$ cat src/rtl/bitfusion_psum_acc.sv
// Partial-sum accumulator: sums a programmable-length group of psum beats, then holds the result on a valid/ready port.
// Optional saturating arithmetic is enabled with `define BITFUSION_PSUM_ACC_SAT_EN.
module bitfusion_psum_acc #(
    parameter int PSUM_W = 16,
    parameter int ACC_W  = 32,
    parameter int LEN_W  = 8
) (
    input  logic              clk,
    input  logic              rst_n,
    input  logic              clr,
    input  logic [LEN_W-1:0]  acc_len,
    input  logic              psum_signed,
    input  logic              psum_valid,
    output logic              psum_ready,
    input  logic [PSUM_W-1:0] psum,
    output logic              out_valid,
    input  logic              out_ready,
    output logic [ACC_W-1:0]  acc_out,
    output logic              sat_flag
);

    typedef enum logic [1:0] {IDLE, ACC, DONE} state_t;

    state_t             state_q, state_d;
    logic [ACC_W-1:0]   acc_q, acc_d;
    logic [LEN_W:0]     cnt_q, cnt_d;
    logic [LEN_W:0]     grp_len_q, grp_len_d;
    logic               grp_signed_q, grp_signed_d;
    logic               sat_q, sat_d;

    logic               beat;
    logic               sign_sel;
    logic [ACC_W-1:0]   ext;
    logic [LEN_W:0]     eff_len;
    logic [LEN_W:0]     cnt_inc;
    logic [ACC_W-1:0]   add_res;
    logic               add_clamp;

    assign psum_ready = (state_q != DONE);
    assign out_valid  = (state_q == DONE);
    assign acc_out    = acc_q;
    assign sat_flag   = sat_q;

    assign beat     = psum_valid && psum_ready;
    assign sign_sel = (state_q == IDLE) ? psum_signed : grp_signed_q;
    // acc_len of zero maps to 2^LEN_W: the MSB is set exactly when the low bits are zero
    assign eff_len  = {(acc_len == '0), acc_len};
    assign cnt_inc  = cnt_q + 1'b1;

    always_comb begin
        if (sign_sel) begin
            ext = ACC_W'($signed(psum));
        end else begin
            ext = ACC_W'(psum);
        end
    end

`ifdef BITFUSION_PSUM_ACC_SAT_EN
    logic [ACC_W:0] sum_w;

    always_comb begin
        if (grp_signed_q) begin
            sum_w     = {acc_q[ACC_W-1], acc_q} + {ext[ACC_W-1], ext};
            add_clamp = sum_w[ACC_W] ^ sum_w[ACC_W-1];
            if (!add_clamp) begin
                add_res = sum_w[ACC_W-1:0];
            end else if (sum_w[ACC_W]) begin
                add_res = {1'b1, {(ACC_W-1){1'b0}}};
            end else begin
                add_res = {1'b0, {(ACC_W-1){1'b1}}};
            end
        end else begin
            sum_w     = {1'b0, acc_q} + {1'b0, ext};
            add_clamp = sum_w[ACC_W];
            add_res   = add_clamp ? '1 : sum_w[ACC_W-1:0];
        end
    end
`else
    always_comb begin
        add_res   = acc_q + ext;
        add_clamp = 1'b0;
    end
`endif

    always_comb begin
        state_d      = state_q;
        acc_d        = acc_q;
        cnt_d        = cnt_q;
        grp_len_d    = grp_len_q;
        grp_signed_d = grp_signed_q;
        sat_d        = sat_q;

        if (clr) begin
            state_d = IDLE;
            acc_d   = '0;
            cnt_d   = '0;
            sat_d   = 1'b0;
        end else begin
            case (state_q)
                IDLE: begin
                    if (beat) begin
                        acc_d        = ext;
                        grp_len_d    = eff_len;
                        grp_signed_d = psum_signed;
                        cnt_d        = (LEN_W+1)'(1);
                        sat_d        = 1'b0;
                        state_d      = (eff_len == (LEN_W+1)'(1)) ? DONE : ACC;
                    end
                end
                ACC: begin
                    if (beat) begin
                        acc_d = add_res;
                        sat_d = sat_q | add_clamp;
                        cnt_d = cnt_inc;
                        if (cnt_inc == grp_len_q) begin
                            state_d = DONE;
                        end
                    end
                end
                DONE: begin
                    if (out_ready) begin
                        state_d = IDLE;
                        sat_d   = 1'b0;
                    end
                end
                default: state_d = IDLE;
            endcase
        end
    end

    always_ff @(posedge clk or negedge rst_n) begin
        if (!rst_n) begin
            state_q      <= IDLE;
            acc_q        <= '0;
            cnt_q        <= '0;
            grp_len_q    <= '0;
            grp_signed_q <= 1'b0;
            sat_q        <= 1'b0;
        end else begin
            state_q      <= state_d;
            acc_q        <= acc_d;
            cnt_q        <= cnt_d;
            grp_len_q    <= grp_len_d;
            grp_signed_q <= grp_signed_d;
            sat_q        <= sat_d;
        end
    end

endmodule

$ cat config.mk
export PLATFORM = sky130hd
export DESIGN_NAME = bitfusion_psum_acc
export DESIGN_NICKNAME = d
export VERILOG_FILES = /design/src/rtl/bitfusion_psum_acc.sv
export SDC_FILE = /design/constraint.sdc
export NUM_CORES = 1
export LEC_CHECK = 0
export ABC_AREA = 1
export CAP_MARGIN = 10
export CORE_UTILIZATION = 55
export CTS_BUF_LIST = sky130_fd_sc_hd__clkbuf_4 sky130_fd_sc_hd__clkbuf_8 sky130_fd_sc_hd__clkbuf_16
export CTS_CLUSTER_SIZE = 8
export DETAILED_ROUTE_END_ITERATION = 8
export PLACE_DENSITY = 0.86
export SLEW_MARGIN = 0
export SYNTH_ARGS = -nofsm -noshare
export SYNTH_HDL_FRONTEND = slang
export SYNTH_SLANG_ARGS = --single-unit
$ cat constraint.sdc
create_clock -name clk -period 2.8 [get_ports clk]
set_input_delay 0.56 -clock clk [delete_from_list [all_inputs] [get_ports clk]]
set_output_delay 0.56 -clock clk [all_outputs]
set_load 0.005 [all_outputs]
==> impl_metrics.csv, run 1 <==
group,metric,value,unit
run_status,outcome,"completed",
die,fp.dieW,93.2,um
flow_run,max_cap_violations,0,
setup_path,r2r-end,"acc_out[27]",
setup_path,path_common_cell,"nand2_1",
setup_path,startpoint,"psum_signed",
detailed_routing,drc,0,
global_routing,grt_pass1_wl,22.5,mm
sta,setup-violations-final,0,
cells_and_area,post-route-util,74.3,%
placed_design,portBuffers,63,
detailed_routing,first_pass_iters,5,
die,rows,32,
yosys,syn-num-nets,771,
die,core-area,0.00789,mm2
yosys,synth-edff-count,0,
power_and_ir_drop,clkPwrFrac,16.9,%
yosys,synth_top_cell_by_area,"dfrtp_1",
power_and_ir_drop,power.density,500,mW/mm2
detailed_routing,wl_per_cell,14.7,um
yosys,ys_seq_area_share,29.0,%
yosys,synth_area,0.00457,mm2
clocking,numCtsBuffers,5,
detailed_routing,vias,5011,
sta,min_period_over_period,96.0,%
setup_path,worst_path_max_delay_cell,"clkdlybuf4s50_1",
power_and_ir_drop,switching_power,0.00121,W
power_and_ir_drop,seq_power_share,33.2,%
detailed_routing,avgViaCountPerCell,5.46,
setup_path,cp-endpoint,"acc_out[27]",
setup_path,cp-end-kind,"flip-flop",
detailed_routing,ant_nets,0,
setup_path,cp_top_family,"simple AND/OR/NAND/NOR gates",
sta,rsz0062_at_grt,"true",
setup_path,critical_path.startpoint_type,"primary input",
clocking,htreeDepth,2,
global_routing,grt_max_degree,54,
die,start_util,57.9,%
sta,period_minus_slack,2690,ps
clocking,worst_skew_pair.late_latency,320,ps
cells_and_area,area_growth,28.2,%
cells_and_area,instances_no_fill,918,
setup_path,cp.required,3010,ps
placed_design,dp_hpwl,10.4,mm
setup_path,cpPeakStageDelay,420,ps
cells_and_area,nets,879,
clocking,cts_root_buffer,"clkbuf_8",
die,dieHeight,93.2,um
setup_path,cp_max_fo,16,
global_routing,grt_pass1_vias,4944,
clocking,cts.path.max_buffers,2,
yosys,yosys_warnings,0,
die,dieArea,0.00868,mm2
setup_path,rrSetupSlack,210,ps
sta,setup_slack,113,ps
clocking,ctsHoldBuffers,0,
worst_hold_path,min_path_type,"in2async",
clocking,cts_sinks,53,
yosys,yosysTopAreaCellShare,29.0,%
placed_design,dp_slack,-293,ps
setup_path,crit_buf_inv,4,
setup_path,cp_num_cells,16,
detailed_routing,totalWireLength,13.5,mm
setup_path,reg2regPathDepth,15,
sta,finalMaxSlewViolations,0,
cells_and_area,layout-drive-gt1-share,12.3,%
power_and_ir_drop,peakVddDrop,0.423,mV
sta,fmax,0.372,GHz
yosys,synth_most_common_cell,"nand2_1",
yosys,synth_cell_types,40,
die,ios,65,
global_routing,grt_antenna_before_repair,0,
sta,finClkSkew,4.15,ps
detailed_routing,drt_iter0_drc,284,
yosys,synthCells,707,
yosys,synth-seq-cells,53,
setup_path,crit_chain,"clkdlybuf4s50_1 > inv_1 > nand3_1 > nand3_1 > inv_1 > buf_12 > ha_1 > nand2_1 > nor2_2 > nand2_1 > nor4_1 > nand2_1 > nand3_1 > nand2_1 > o21ai_1 > nand2_1",
power_and_ir_drop,pwr-share-comb,50.0,%
yosys,synth-async-reset-ratio,100,%
sta,finalHoldViolations,0,
placed_design,dp.cells,909,
yosys,ys_top_cells_by_area,"dfrtp_1, nand2_1, ha_1",
setup_path,worstReg2RegStart,"state_q[0]",
clocking,cts_tree,"built",
sta,fin_tns_setup,0,ps
setup_path,critPathKind,"in2reg",
setup_path,cp.arrival,2900,ps
power_and_ir_drop,swShare,41.1,%
yosys,synth_common_cells,"nand2_1, inv_1, nor2_1, nand3_1, dfrtp_1",
yosys,syn_avg_cell_area,6.46,um2
power_and_ir_drop,p_leak,2.93,nW
cells_and_area,antenna_cells,0,
global_routing,grt_overflow,0,
cells_and_area,fill_cells,625,
global_routing,grtUsageTotal,32.7,%
yosys,ys.flop_type,"dfrtp_1",
placed_design,gp_congestion,0.961,
clocking,path_clk_slew,110,ps
power_and_ir_drop,internal-power,0.00173,W
==> placed cells by master (no fill, tap or decap), types with 3 or more instances in the layout <==
master,n
nand2_1,240
inv_1,79
clkdlybuf4s50_1,62
nor2_1,58
nand3_1,54
dfrtp_1,53
buf_4,48
o21ai_0,47
ha_1,29
a21oi_1,28
xor2_1,17
nor2_2,8
a21oi_2,8
o21ai_1,7
nand2_2,7
nand4_1,6
o21bai_1,6
o22ai_1,6
clkbuf_8,5
inv_2,4
nor2_4,4
a21o_1,4
ha_4,4
nor3_1,3
xnor2_1,3
==> stage by stage <==
step | hold WS [ps] | total power [W] | instance area (um2)
finish | 216 | 0.00293 | 5860
detailed placement | 499 | 0.00237 | 5660
global placement | 482 | 0.00234 | 5660
floorplan | 264 | 0.00176 | 4570
global route | 216 | 0.00314 | 5860
CTS | 224 | 0.00287 | 5760
==> power by group through the flow <==
stage | combinational, W | clock, W | sequential (W)
5_1_grt | 0.00162 | 0.000539 | 0.000983
6_report | 0.00146 | 0.000494 | 0.000972
2_1_floorplan | 0.000799 | 0 | 0.000962
3_5_place_dp | 0.00139 | 0 | 0.000979
3_3_place_gp | 0.00137 | 0 | 0.000973
4_1_cts | 0.00140 | 0.000505 | 0.000964
==> metal layers <==
| layer | vias to the layer above | wire [um] | GRT usage [%] |
|---|---|---|---|
| met4 | 0 | 238 | 10.3 |
| met1 | 2308 | 6100 | 43.4 |
| met2 | 186 | 6330 | 54.7 |
| met5 | - | 0 | 0 |
| met3 | 25 | 797 | 4.80 |
| li1 | 2492 | - | - |
==> logic make-up after synthesis <==
family	count (synthesis)	share of synthesized area, %
other cells	1	0.0820
simple gates	389	35.6
compound gates	114	14.0
fa+ha+maj	34	9.47
flops	53	29.0
buf+inv	96	8.08
xor+xnor	20	3.83
==> worst min-delay path by stage <==
stage / slack [ps] / cells past startpoint / to
after floorplan: 260 / 0 / acc_out[0]
after global placement: 480 / 2 / grp_len_q[7]
after detailed placement: 500 / 2 / grp_len_q[1]
after CTS: 220 / 2 / grp_len_q[6]
after global routing: 220 / 2 / cnt_q[8]
final: 220 / 2 / grp_len_q[6]
==> registers in the layout, indices dropped and copies added (netlist names) <==
name	cells
state_q	2
grp_signed_q	1
cnt_q	9
grp_len_q	9
acc_out	32
==> layout make-up <==
| class | count | area [um2] | share of cell area [%] |
|---|---|---|---|
| well taps | 102 | 128 | 2.18 |
| repair buffers | 113 | 1030 | 17.5 |
| clock buffers | 5 | 68.8 | 1.17 |
| flip-flops and latches | 53 | 1330 | 22.6 |
| inverters | 84 | 315 | 5.38 |
| multi-input cells | 558 | 2970 | 50.6 |
| clock inverters | 3 | 28.8 | 0.491 |
==> timing repair <==
item | 4_1_cts | 5_1_grt
endpoints found under the setup margin | 0 | 12
buffers inserted | 0 | 1
resized for setup | 0 | 19
Power figures use the tool's default switching activity.
==> inputs of run 2 (changes only) <==
- CORE_UTILIZATION: 55 -> 40
- HOLD_SLACK_MARGIN: unset -> 0.06
- PLACE_DENSITY: 0.86 -> 0.68
==> run 2 against run 1 <==
Non-clock buffer count down 2; first-iteration DRC count down 24%; combinational power hardly changed; critical path type unchanged; final cell count is 3.9% higher; highest routed layer unchanged.
==> impl_metrics.csv, run 2 (same netlist as run 1, synthesis figures left out) <==
group,metric,value,unit
clocking,cts_sinks,53,
global_routing,grt_pass1_wl,22.7,mm
global_routing,grtUsageTotal,24.8,%
sta,finalHoldViolations,0,
clocking,numCtsBuffers,5,
sta,finalMaxSlewViolations,0,
setup_path,critical_path.startpoint_type,"primary input",
clocking,worst_skew_pair.late_latency,320,ps
cells_and_area,antenna_cells,0,
clocking,cts_setup_buffers,0,
sta,hold_slack,169,ps
clocking,htreeDepth,2,
die,start_util,41.6,%
global_routing,grt_max_degree,34,
cells_and_area,final_cell_mix,"nand2_1, inv_1, clkdlybuf4s50_1, nor2_1, dfrtp_1",
cells_and_area,fill_cells,1115,
clocking,path_clk_slew,80,ps
placed_design,dp_slack,-251,ps
setup_path,startpoint,"psum[0]",
run_status,outcome,"completed",
global_routing,grt_overflow,0,
power_and_ir_drop,switching_power,0.00124,W
power_and_ir_drop,seq_power_share,31.2,%
clocking,post_cts_resized,0,
die,dieArea,0.0119,mm2
setup_path,critPathKind,"in2reg",
setup_path,cp.required,3000,ps
detailed_routing,first_pass_iters,4,
setup_path,cp_max_fo,3,
cells_and_area,nets,877,
setup_path,rrSetupSlack,240,ps
detailed_routing,drt_iter0_drc,216,
clocking,cts_root_buffer,"clkbuf_16",
die,ios,65,
power_and_ir_drop,pwr-share-comb,46.5,%
cells_and_area,post-route-util,54.1,%
detailed_routing,ant_nets,0,
power_and_ir_drop,power.density,521,mW/mm2
detailed_routing,totalWireLength,13.7,mm
power_and_ir_drop,p_leak,2.95,nW
global_routing,grt_antenna_before_repair,0,
placed_design,portBuffers,63,
sta,fin_tns_setup,0,ps
setup_path,cp-end-kind,"flip-flop",
placed_design,gp_congestion,0.923,
cells_and_area,layout-drive-gt1-share,12.8,%
cells_and_area,mostFrequentLayoutCell,"nand2_1",
die,rows,38,
sta,setup-violations-final,0,
detailed_routing,vias,4838,
clocking,cts.path.max_buffers,2,
clocking,ctsHoldBuffers,0,
die,core-area,0.0110,mm2
die,fp.dieW,109,um
setup_path,reg2regPathDepth,17,
setup_path,cp.arrival,2860,ps
detailed_routing,avgViaCountPerCell,5.07,
detailed_routing,drc,0,
setup_path,worstReg2RegStart,"state_q[0]",
cells_and_area,largest_register_ffs,32,
die,dieHeight,109,um
sta,rsz0062_at_grt,"true",
sta,min_period_over_period,94.9,%
power_and_ir_drop,internal-power,0.00186,W
flow_run,max_cap_violations,0,
sta,finClkSkew,14.9,ps
global_routing,grt_pass1_vias,4725,
power_and_ir_drop,peakVddDrop,0.299,mV
detailed_routing,wl_per_cell,14.4,um
power_and_ir_drop,swShare,40.0,%
sta,period_minus_slack,2660,ps
cells_and_area,area_growth,30.1,%
power_and_ir_drop,clkPwrFrac,22.3,%
sta,fmax,0.376,GHz
worst_hold_path,min_path_type,"in2async",
placed_design,dp_hpwl,10.8,mm
sta,setup_slack,142,ps
clocking,cts_tree,"built",
==> run 2: cell count changes in the layout (fill, tap and decap cells not counted), sizes merged <==
cell / change
clkbuf: +1
buf: -3
==> run 2: layout make-up <==
cell class,instances,area [um2],share of cell area [%]
Clock buffer,5,125,2.10
Clock inverter,3,28.8,0.484
Inverter,84,318,5.35
Multi-Input combinational cell,558,2960,49.7
Sequential cell,53,1330,22.3
Tap cell,140,175,2.95
Timing Repair Buffer,111,1020,17.1
==> run 2: power by group through the flow <==
| stage | sequential (W) | clock (W) | combinational, W |
|---|---|---|---|
| global placement | 0.000978 | 0 | 0.00137 |
| floorplan | 0.000962 | 0 | 0.000799 |
| global route | 0.000983 | 0.000732 | 0.00162 |
| CTS | 0.000967 | 0.000703 | 0.00139 |
| detailed placement | 0.000980 | 0 | 0.00138 |
| finish | 0.000967 | 0.000691 | 0.00144 |
==> run 2: worst max-delay path, cell delays in order <==
cell and delay, ps:
clkdlybuf4s50_1 510, ha_1 200, inv_1 60, fa_1 410
o21ai_2 200, nand2_1 70, nand2_1 110, nand3_1 110
nand2_1 160, nand2_1 150, nand3_1 110, nand3_1 80
nand2_1 70, nand2_1 40
==> run 2: metrics by stage <==
stage | total power (W) | cell area [um2] | cells
4_1_cts | 0.00306 | 5840 | 953
5_1_grt | 0.00334 | 5950 | 954
3_3_place_gp | 0.00235 | 5680 | 945
2_1_floorplan | 0.00176 | 4570 | 707
6_report | 0.00310 | 5950 | 954
3_5_place_dp | 0.00236 | 5680 | 945
==> run 2: worst paths after layout <==
kind | to
setup / recovery | acc_out[22]
hold / removal | acc_out[25]
setup reg to reg | acc_out[31]
hold reg to reg | grp_len_q[1]
max in group asynchronous | grp_len_q[2]
min in group clk | grp_len_q[1]
==> run 2: per-layer routing <==
| layer | vias to the layer above | routed length (um) | track usage [%] |
|---|---|---|---|
| met5 | - | 0 | 0 |
| met4 | 0 | 153 | 5.50 |
| met3 | 10 | 511 | 4.36 |
| met2 | 86 | 6250 | 41.0 |
| met1 | 2245 | 6830 | 33.7 |
| li1 | 2497 | - | - |
